===== src/rtl/phy_pkg.sv =====
// Symbols and receive-FSM state type shared by the PHY serializer and deserializer.
package phy_pkg;

  localparam logic [7:0] PHY_COM  = 8'hBC;
  localparam logic [7:0] PHY_IDLE = 8'h7C;

  typedef enum logic [1:0] {
    SEARCH = 2'd0,
    ALIGN  = 2'd1,
    ACTIVE = 2'd2
  } rx_state_t;

endpackage


===== src/rtl/phy_rx_deserializer.sv =====
// Serial-to-parallel PHY receiver: hunts COM alignment, then emits one byte per 8 clk_32f edges.
// Latency: byte strobed on the edge that samples its LSB; no backpressure, output is a free-running strobe.
module phy_rx_deserializer
  import phy_pkg::*;
#(
  parameter logic [7:0] COM       = PHY_COM,
  parameter logic [7:0] IDLE      = PHY_IDLE,
  parameter int unsigned COM_COUNT = 4
) (
  input  logic       clk_32f,
  input  logic       reset,
  input  logic       in_from_tx,
  output logic [7:0] data_out,
  output logic       byte_strobe,
  output logic       valid_out,
  output logic       active
);

  localparam logic [3:0] COM_TARGET = 4'(COM_COUNT);

  rx_state_t  state_q, state_d;
  logic [7:0] sr_q;
  logic [2:0] bit_cnt_q, bit_cnt_d;
  logic [3:0] com_cnt_q, com_cnt_d;
  logic [7:0] data_q, data_d;
  logic       strobe_q, strobe_d;
  logic       valid_q, valid_d;

  logic [7:0] next_byte;
  logic       boundary;
  logic       is_com;

  assign next_byte = {sr_q[6:0], in_from_tx};
  assign boundary  = (bit_cnt_q == 3'd7);
  assign is_com    = (next_byte == COM);

  always_comb begin
    state_d   = state_q;
    bit_cnt_d = bit_cnt_q + 3'd1;
    com_cnt_d = com_cnt_q;
    data_d    = data_q;
    strobe_d  = 1'b0;
    valid_d   = valid_q;

    case (state_q)
      SEARCH: begin
        // Sliding match: a COM here re-anchors the byte grid to this edge.
        if (is_com) begin
          bit_cnt_d = 3'd0;
          com_cnt_d = 4'd1;
          state_d   = (COM_TARGET == 4'd1) ? ACTIVE : ALIGN;
        end
      end
      ALIGN: begin
        if (boundary) begin
          if (is_com) begin
            com_cnt_d = com_cnt_q + 4'd1;
            if (com_cnt_q + 4'd1 == COM_TARGET) begin
              state_d = ACTIVE;
            end
          end else begin
            com_cnt_d = 4'd0;
            state_d   = SEARCH;
          end
        end
      end
      ACTIVE: begin
        if (boundary) begin
          data_d   = next_byte;
          strobe_d = 1'b1;
          valid_d  = !is_com && (next_byte != IDLE);
        end
      end
      default: begin
        state_d = SEARCH;
      end
    endcase
  end

  always_ff @(posedge clk_32f or posedge reset) begin
    if (reset) begin
      state_q   <= SEARCH;
      sr_q      <= 8'h00;
      bit_cnt_q <= 3'd0;
      com_cnt_q <= 4'd0;
      data_q    <= 8'h00;
      strobe_q  <= 1'b0;
      valid_q   <= 1'b0;
    end else begin
      state_q   <= state_d;
      sr_q      <= next_byte;
      bit_cnt_q <= bit_cnt_d;
      com_cnt_q <= com_cnt_d;
      data_q    <= data_d;
      strobe_q  <= strobe_d;
      valid_q   <= valid_d;
    end
  end

  assign data_out    = data_q;
  assign byte_strobe = strobe_q;
  assign valid_out   = valid_q;
  assign active      = (state_q == ACTIVE);

endmodule


===== config.mk =====
export PLATFORM = sky130hd
export DESIGN_NAME = phy_rx_deserializer
export DESIGN_NICKNAME = d
export VERILOG_FILES = /design/src/rtl/phy_pkg.sv /design/src/rtl/phy_rx_deserializer.sv
export SDC_FILE = /design/constraint.sdc
export NUM_CORES = 1
export LEC_CHECK = 0
export BUFFER_PORTS_ARGS = -buffer_cell sky130_fd_sc_hd__buf_2
export CAP_MARGIN = 20
export CORE_ASPECT_RATIO = 1.75
export CORE_UTILIZATION = 45
export DETAILED_ROUTE_END_ITERATION = 10
export HOLD_SLACK_MARGIN = 0.05
export PLACE_DENSITY = 0.65
export SLEW_MARGIN = 20
export SYNTH_ARGS = -nofsm -noshare
export SYNTH_HDL_FRONTEND = slang
export SYNTH_SLANG_ARGS = --single-unit

===== constraint.sdc =====
create_clock -name clk_32f -period 2.63 [get_ports clk_32f]
set_input_delay 0.526 -clock clk_32f [delete_from_list [all_inputs] [get_ports clk_32f]]
set_output_delay 0.526 -clock clk_32f [all_outputs]
set_load 0.01 [all_outputs]

==> impl_summary.txt <==
----------------------------------------------------
[Die]
  Number of cell rows ... 23
  Number of I/O pins ... 14
  Area of the die ... 2750 um2
  Floorplan die width ... 40.0 um
  Core Footprint ... 2330 um2
  Die height ... 68.6 um
  Initial Utilization ... 48.9%

[Yosys]
  Multiplexer area fraction after synthesis ... 7.90%
  Post-synthesis net count ... 91
  Basic-gate share of the synthesized area counting and, or, nand and nor cells ... 16.9%
  Synthesized flop and latch total ... 26
  Fraction of the mapped netlist area in compound gates ... 9.77%
  Sequential element share of the synthesized area ... 57.1%
  Cell variety after synth ... 31
  Post-Synthesis Cells ... 84
  Area of the mapped netlist ... 1140 um2
  Avg Inst Size Synth ... 13.6 um2
  Main combinational cell family by area after synthesis ... simple AND/OR/NAND/NOR gates
  Post-synthesis share of cell area spent on full adders, half adders and majority gates ... 4.39%
  Post-synthesis xor/xnor area fraction ... 1.54%
  YS warnings ... 0

[Drt]
  Total Routed Length ... 1970 um
  Count of nets left with antenna violations after detail routing ... 0
  Average wire per cell in the routed design ... 15.9 um
  Iteration-0 DRC count of the detailed router ... 23
  First-pass detailed-route iteration total ... 4
  DR vias/cell ... 5.63
  Number of vias after detailed routing ... 698
  Post-detailed-route DRC marker count ... 0

[CTS]
  Level count of the clock H-tree ... 1
  CTS clock-pin slew for the worst setup and hold paths ... 80 ps
  Master cell of the clock root buffer ... clkbuf_8
  Clock insertion delay at the later pin of the skew report ... 260 ps
  Num Clock Sinks ... 26
  # resized after CTS ... 0
  Clock Path Buffers ... 2
  Count of buffers added by post-CTS timing repair for setup ... 0
  Hold-fix buffer count after cts ... 0
  Number of buffers created by CTS ... 3
  CTS tree ... done

[Critical path]
  Arrival time of data at the critical path endpoint ... 1250 ps
  Worst-path fanout max ... 12
  Endpoint required time on the critical path ... 2100 ps
  Crit end category ... primary output
  Type of element launching the critical path ... flop
  Start-to-end type of the worst setup path ... reg2out

[Global routing]
  Maximum number of pins on one net before global-route repair ... 27
  Initial antenna violation count ... 0
  Gr usage total ... 18.2%
  Vias in the first global route ... 764
  Global-route congestion overflow total ... 0
  Wire length of the first global-routing pass ... 3420 um

[Timing]
  Endpoints failing setup ... 0
  Final critical-path required period ... 1770 ps
  Final period utilization ... 67.4%
  Unrepaired setup endpoints after global routing ... no
  Maximum clock frequency ... 564 MHz
  Final Max Tran Viols ... 0
  Final Hold Violating Endpoints ... 0
  Worst clock skew on the final layout ... 4.74 ps
  Remaining max-slew budget at the tightest pin ... 73.2%
  Slew at the pin with the worst max-slew slack ... 402 ps
  Final total negative setup slack ... 0 ps
  Final-layout worst hold slack ... 307 ps

[Outcome]
  Result of the run ... finished clean

[Flow run]
  Number of maximum-capacitance constraint violations ... 0

[Cells and area]
  Share of the core filled with cells in the final layout ... 54.4%
  Most common library cell in the layout ignoring fill and taps ... dfrtp_1
  Area growth syn-to-layout ... 11.3%
  Number of antenna diodes ... 0
  Share of cells above drive strength 1 ... 32.3%
  Top library cells by usage in the layout, fill and taps aside ... 26 x dfrtp_1, 13 x buf_2, 7 x mux2_2
  Final #Nets ... 108

[Worst hold path]
  Worst min-delay path category ... in2async

[Placement]
  Half-perimeter wire length of the detailed placement result ... 1520 um
  Count of buffers inserted at the top-level ports ... 13
  Weighted congestion reported at the end of routability-driven placement ... 0.719

[Pwr]
  P per Cell Area ... 563 nW/um2
  Peak ir drop on the vdd network ... 0.000334 V
  Sum of internal, switching and leakage power ... 0.715 mW
  Standby leakage power ... 0.637 nW

----------------------------------------------------
-- cell type report --
cell class | count | area (um2)
fillers | 201 | 1060
well taps | 25 | 31.3
clock buffers | 3 | 41.3
repair buffers | 14 | 72.6
flip-flops and latches | 26 | 651
inverters | 3 | 11.3
multi-input cells | 53 | 462
-- flip-flops by register name, indices dropped and copies added, names as in the netlist --
signal and count:
data_out 8, byte_strobe 1, state_q 2, valid_out 1, sr_q 7, bit_cnt_q 3
com_cnt_q 4
-- synth_stat cells --
library cell  number  share of area, %
nand3b_1           1              0.66
mux2_1             1              0.99
and4b_1            1              0.88
o41ai_1            2               1.5
a31o_2             1              0.77
buf_6              1              0.99
o21ai_0            2              0.88
o21bai_2           1              0.99
or3_4              1              0.99
nand2b_1           2               1.1
o22ai_1            1              0.55
a2bb2oi_1          1              0.77
dfrtp_1           26                57
a22o_2             1              0.88
mux2_2             7               6.9
nor3_1             1              0.44
a221o_1            2               1.8
nand4b_1           2               1.5
nor3_2             3               2.6
ha_1               4               4.4
nor2_1             2              0.66
o32ai_1            1              0.77
inv_1              3              0.99
nor2b_1            3               1.6
xnor2_1            2               1.5
buf_2              1              0.44
and2b_1            1              0.66
nand4bb_4          1               2.4
and3_1             3               1.6
a32o_1             1              0.88
nand2_1            5               1.6
-- metal layers --
layer / vias up / global-route usage [%] / share of wire, %
li1: 337 / - / -
met1: 349 / 22.1 / 39
met2: 10 / 31.0 / 57
met3: 2 / 3.21 / 2.3
met4: 0 / 6.47 / 0.97
met5: - / 0 / 0
-- worst max-delay path, cell delays in order, from the launching register on --
cell     delay (ps)
dfrtp_1         590
and2b_1         250
buf_2           140
-- path summary, 6_finish.rpt --
kind | start | endpoint | slack, ps | cells past startpoint
max in group asynchronous | reset | com_cnt_q[1]$_DFFE_PP0P_ | 2070 | 3
min in group clk_32f | in_from_tx | sr_q[0]$_DFF_PP0_ | 400 | 1
worst max register to register | bit_cnt_q[0]$_DFF_PP0_ | com_cnt_q[1]$_DFFE_PP0P_ | 920 | 5
worst max-delay path | state_q[0]$_DFFE_PP0P_ | active | 860 | 2
worst min register to register | sr_q[2]$_DFF_PP0_ | sr_q[3]$_DFF_PP0_ | 410 | 0
worst min-delay path | reset | bit_cnt_q[0]$_DFF_PP0_ | 310 | 3
-- power breakdown --
part / total (mW) / internal (mW) / leakage, nW / switching [mW]
sequential: 0.450 / 0.427 / 0.335 / 0.0233
clock: 0.209 / 0.102 / 0.0216 / 0.107
combinational: 0.0554 / 0.0274 / 0.281 / 0.0280
-- metrics by stage --
step                worst slack [ps]  instances  instance area, um2
CTS                              865        124                1270
global placement                 866        121                1230
finish                           857        124                1270
global route                     785        124                1270
detailed placement               860        121                1230
floorplan                       1060         84                1140
-- logic make-up after synthesis --
kind of cell             after synthesis
AND/OR/NAND/NOR                       26
XOR/XNOR                               2
AO/OA/AOI/OAI                         13
buffers and inverters                  5
flip-flops                            26
multiplexers                           8
adder cells (fa/ha/maj)                4
No activity file was read; power rests on OpenSTA's default activity.
